$ cat src/rtl/ff_pkg.sv
// ---------------------------------------------------------------------------
// ff_pkg: state encoding and sizing helper shared by input-conditioning logic
// Revision: 1.0
// ---------------------------------------------------------------------------
`default_nettype none

package ff_pkg;

  localparam logic [1:0] ST_S0 = 2'd0;
  localparam logic [1:0] ST_W1 = 2'd1;
  localparam logic [1:0] ST_S1 = 2'd2;
  localparam logic [1:0] ST_W0 = 2'd3;

  typedef enum logic [1:0] {
    S0 = ST_S0,
    W1 = ST_W1,
    S1 = ST_S1,
    W0 = ST_W0
  } state_e;

  function automatic int cnt_width(input int stable_cnt);
    return $clog2(stable_cnt + 1);
  endfunction

endpackage

`default_nettype wire

$ cat src/rtl/sync_chain.sv
// ---------------------------------------------------------------------------
// sync_chain: N-stage asynchronous-reset D-FF synchroniser for a single pin
// Revision: 1.0
// ---------------------------------------------------------------------------
`default_nettype none

module sync_chain #(
  parameter int N = 2
) (
  input  logic clk,
  input  logic res,
  input  logic d,
  output logic q
);

  logic [N-1:0] stage_q;

  always_ff @(posedge clk or negedge res) begin
    if (!res) begin
      stage_q <= '0;
    end else begin
      stage_q <= {stage_q[N-2:0], d};
    end
  end

  assign q = stage_q[N-1];

endmodule

`default_nettype wire

$ cat src/rtl/debounce_edge.sv
// ---------------------------------------------------------------------------
// debounce_edge: synchronise and debounce a mechanical pin, emitting a clean
// level plus single-cycle rise/fall pulses.  Revision: 1.0
// ---------------------------------------------------------------------------
`default_nettype none

module debounce_edge
  import ff_pkg::*;
#(
  parameter int STABLE_CNT  = 50000,
  parameter int SYNC_STAGES = 2
) (
  input  logic clk,
  input  logic res,
  input  logic btn_in,
  output logic btn_o,
  output logic rise_o,
  output logic fall_o
);

  localparam int              CNT_W    = cnt_width(STABLE_CNT);
  localparam logic [CNT_W-1:0] CNT_LAST = CNT_W'(STABLE_CNT - 1);

  logic             s;
  state_e           state_q, state_d;
  logic [CNT_W-1:0] cnt_q, cnt_d;
  logic             btn_q, btn_d;
  logic             rise_q, rise_d;
  logic             fall_q, fall_d;

  sync_chain #(
    .N (SYNC_STAGES)
  ) u_sync (
    .clk (clk),
    .res (res),
    .d   (btn_in),
    .q   (s)
  );

  always_ff @(posedge clk or negedge res) begin
    if (!res) begin
      state_q <= S0;
      cnt_q   <= '0;
      btn_q   <= 1'b0;
      rise_q  <= 1'b0;
      fall_q  <= 1'b0;
    end else begin
      state_q <= state_d;
      cnt_q   <= cnt_d;
      btn_q   <= btn_d;
      rise_q  <= rise_d;
      fall_q  <= fall_d;
    end
  end

  // Entering a wait state counts as the first new-level sample, so acceptance
  // happens on the sample where the counter has already reached STABLE_CNT-1.
  always_comb begin
    state_d = state_q;
    cnt_d   = cnt_q;
    btn_d   = btn_q;
    rise_d  = 1'b0;
    fall_d  = 1'b0;
    case (state_q)
      S0: begin
        if (s) begin
          state_d = W1;
          cnt_d   = '0;
        end
      end
      W1: begin
        if (!s) begin
          state_d = S0;
        end else if (cnt_q == CNT_LAST) begin
          state_d = S1;
          btn_d   = 1'b1;
          rise_d  = 1'b1;
        end else begin
          cnt_d = cnt_q + CNT_W'(1);
        end
      end
      S1: begin
        if (!s) begin
          state_d = W0;
          cnt_d   = '0;
        end
      end
      W0: begin
        if (s) begin
          state_d = S1;
        end else if (cnt_q == CNT_LAST) begin
          state_d = S0;
          btn_d   = 1'b0;
          fall_d  = 1'b1;
        end else begin
          cnt_d = cnt_q + CNT_W'(1);
        end
      end
      default: state_d = S0;
    endcase
  end

  assign btn_o  = btn_q;
  assign rise_o = rise_q;
  assign fall_o = fall_q;

endmodule

`default_nettype wire

$ cat config.mk
export PLATFORM = sky130hd
export DESIGN_NAME = debounce_edge
export DESIGN_NICKNAME = d
export VERILOG_FILES = /design/src/rtl/ff_pkg.sv /design/src/rtl/sync_chain.sv /design/src/rtl/debounce_edge.sv
export SDC_FILE = /design/constraint.sdc
export NUM_CORES = 1
export LEC_CHECK = 0
export ABC_AREA = 1
export BUFFER_PORTS_ARGS = -buffer_cell sky130_fd_sc_hd__buf_4
export CORE_ASPECT_RATIO = 0.8
export CORE_UTILIZATION = 30
export CTS_CLUSTER_DIAMETER = 60
export DETAILED_ROUTE_END_ITERATION = 8
export SLEW_MARGIN = 10
export SYNTH_ARGS = -nofsm -noshare
export SYNTH_HDL_FRONTEND = slang
export SYNTH_SLANG_ARGS = --single-unit
$ cat constraint.sdc
create_clock -name clk -period 4.3 [get_ports clk]
set_input_delay 0 -clock clk [delete_from_list [all_inputs] [get_ports clk]]
set_output_delay 0 -clock clk [all_outputs]
set_load 0.01 [all_outputs]
==> summary.txt <==
Clocking
  • Root Driver: clkbuf_8
  • Clock-pin slew of the registers on the worst-case setup and hold paths: 0.09 ns
  • # clock sinks: 23
  • Total CTS buffers: 3
  • CTS tree: done
  • Insertion delay to the later sink of the worst-skew pair: 0.27 ns
  • CTS H-tree lvls: 1
  • Post-CTS Repair Setup Buffers: 0
  • Bufs on Longest Clock Path: 2
  • PostCTS Resize Cnt: 0

Place
  • DP Cell Count: 228
  • GPL Wtd Cong: 0.848
  • Post-DP HPWL: 1840 um
  • Port Buffers: 5
  • DP Worst Slack: 2.55 ns
  • Placed cell areas: 1350 um^2

Critical path
  • Crit end category: flop
  • Crit path cell chain: ha_1, nand2_1, inv_2, nand2_2, nor2_2, nand3_2, nand2_2, inv_1, nand2_1, nand2_1
  • Critical path data arrival time: 1.94 ns
  • Crit path max-delay family: simple AND/OR/NAND/NOR gates
  • WP buf/inv: 2
  • Setup crit start kind: flop
  • Crit-path max FO: 21
  • Worst Path Required: 4.47 ns
  • Critical path's slowest cell: dfrtp_1
  • Worst setup path category: flop to flop
  • CP peak stage delay: 0.41 ns
  • CP most frequent cell: nand2_1

Logic synthesis
  • Share of the yosys chip area belonging to registers: 0.451
  • Unique masters post-synth: 20
  • Synth Area in Compound Gates: 0.0608
  • Post-Synth Simple-Gate Area: 0.351
  • Mapped Area: 1270 um^2
  • Main combinational cell family by area after synthesis: simple AND/OR/NAND/NOR gates
  • Synth warnings: 0
  • Total nets after synthesis: 175
  • Xor/xnor share of the synthesized area: 0.0412
  • #FFs+latches synth: 23
  • Synth Area in Adders: 0.00981
  • Mux share of post-synthesis cell area: 0
  • Post-synthesis instance total: 171
  • Post-Synthesis Mean Instance Area: 7.46 um^2

STA
  • Max-slew violations: 0
  • Top achievable clock speed: 0.566 GHz
  • RSZ-0062 raised after global routing: false
  • Period utilisation layout: 0.411
  • Setup_tns: 0 ns
  • Setup Skew: 0.00447 ns
  • Tmin final: 1.77 ns
  • Hold Vio Cnt, Final: 0
  • Slew @ Worst Pin: 0.377 ns
  • Setup violations, final: 0
  • Setup slack after layout: 2.53 ns
  • Worst slew margin: 0.748

Detailed routing
  • Via count: 1,053
  • Drt total wl: 2450 um
  • Vias/cell: 4.50
  • WL/cell: 10.5 um
  • # DRC: 0
  • First drt pass iteration count: 4
  • Initial drt markers: 37
  • DRT antenna net count: 0

Global route
  • Total GRT Usage: 0.134
  • Pin count of the biggest net entering global routing: 24
  • Met3 Use GR: 0.0152
  • Most Used Layer, Global Route: met1
  • First-pass GRT wire length: 4380 um
  • Vias in the first global route: 964
  • Initial antenna violation count: 0
  • GRT overflow: 0
  • Met2 Use GR: 0.185
  • Global Route met1 Usage: 0.196

Finish
  • Ant diodes: 0
  • Post-route cell area: 1420 um^2
  • Layout cells sized above 1: 0.117
  • Final std cells w/o fill: 234
  • Area growth syn-to-layout: 11.4%
  • Nets: 184

Power
  • Peak supply drop: 195 uV
  • PD cells: 273 nW/um^2
  • Pleak: 0.000679 uW

Floorplanning
  • # rows: 20
  • Full die area: 4520 um^2
  • Core area: 3930 um^2
  • # IOs: 6
  • Die Y: 60.3 um
  • Die Width: 74.9 um
  • Initial Utilization: 0.325

Worst hold path
  • Worst hold path type: primary input to asynchronous set/reset pin

Outcome
  • Status: finished clean

Run
  • Max-Cap Viols: 0
[metrics by stage]
| step | hold WS, ns | total power [uW] | utilization |
|---|---|---|---|
| after floorplan | -0.296 | 242 | - |
| after global placement | -0.0919 | 250 | 0.344 |
| after detailed placement | -0.0885 | 250 | 0.344 |
| after CTS | 0.145 | 395 | 0.361 |
| after global routing | 0.171 | 405 | 0.361 |
| final | 0.147 | 388 | 0.361 |
[layout make-up]
cell class / count / area [um^2]
fill: 412 / 2510
multi-input combinational: 124 / 591
sequential: 23 / 576
inverter: 21 / 78.8
tap: 55 / 68.8
timing repair buffer: 7 / 57.6
clock buffer: 3 / 41.3
clock inverter: 1 / 7.51
[registers in the layout, summed over array words and instances (netlist names), named ones only]
name and cells:
btn_o 1, cnt_q 16, fall_o 1, rise_o 1, state_q 1, u_sync.stage_q 2
[metal layers]
metal | wire length [um] | part of all wire | up-vias
met5 | 0 | 0 | -
met4 | 70 | 0.029 | 0
met3 | 86 | 0.035 | 5
met2 | 963 | 0.39 | 21
met1 | 1330 | 0.54 | 474
li1 | - | - | 553
[report_power, final]
group	switching, uW	total, uW	internal, uW
sequential	5.03	226	221
clock	75.1	141	65.8
combinational	13.9	20.9	6.98
[path summary, 6_finish.rpt]
kind                       slack (ns)  cells past startpoint              start                 to
max                              2.53                     10           cnt_q[0]           cnt_q[3]
min                              0.15                      2                res  u_sync.stage_q[1]
max reg2reg                      2.53                     10           cnt_q[0]           cnt_q[3]
min reg2reg                      0.36                      0  u_sync.stage_q[0]  u_sync.stage_q[1]
max in group asynchronous        3.93                      2                res           cnt_q[8]
min in group clk                 0.36                      0  u_sync.stage_q[0]  u_sync.stage_q[1]
[cell families after synthesis]
kind of cell | count (synthesis)
buffers and inverters | 24
AOI/OAI and AO/OA | 15
adders and majority gates | 1
DFF | 23
xor gates and xnor gates | 6
and+or+nand+nor | 102
[placed cells by master, fill, tap and decap left out, drive strengths merged]
master       synthesis  routed
dlygate4sd3          0       2
clkbuf               0       3
nand4                5       5
a21oi                1       1
or2                  1       1
xor2                 6       6
clkinvlp             0       1
nand2               59      59
o21bai               1       1
o21ai               13      13
buf                  3       5
nor2                19      19
ha                   1       1
nor3                 2       2
dfrtp               23      23
inv                 21      21
nand3               16      16
[synthesized netlist by cell type (all sizes together)]
library cell	count	area (um^2)
nor2	19	81.3
buf	3	30.0
inv	21	78.8
o21ai	13	65.1
o21bai	1	7.51
dfrtp	23	576
nor3	2	10.0
nand3	16	90.1
xor2	6	52.6
ha	1	12.5
nand4	5	31.3
nand2	59	229
or2	1	6.26
a21oi	1	5.00
[timing repair]
item	4_1_cts	5_1_grt
setup endpoints to repair	0	0
hold buffers	2	0
endpoints found under the hold margin	24	0
Note: power is estimated with default switching activity, not from simulation.
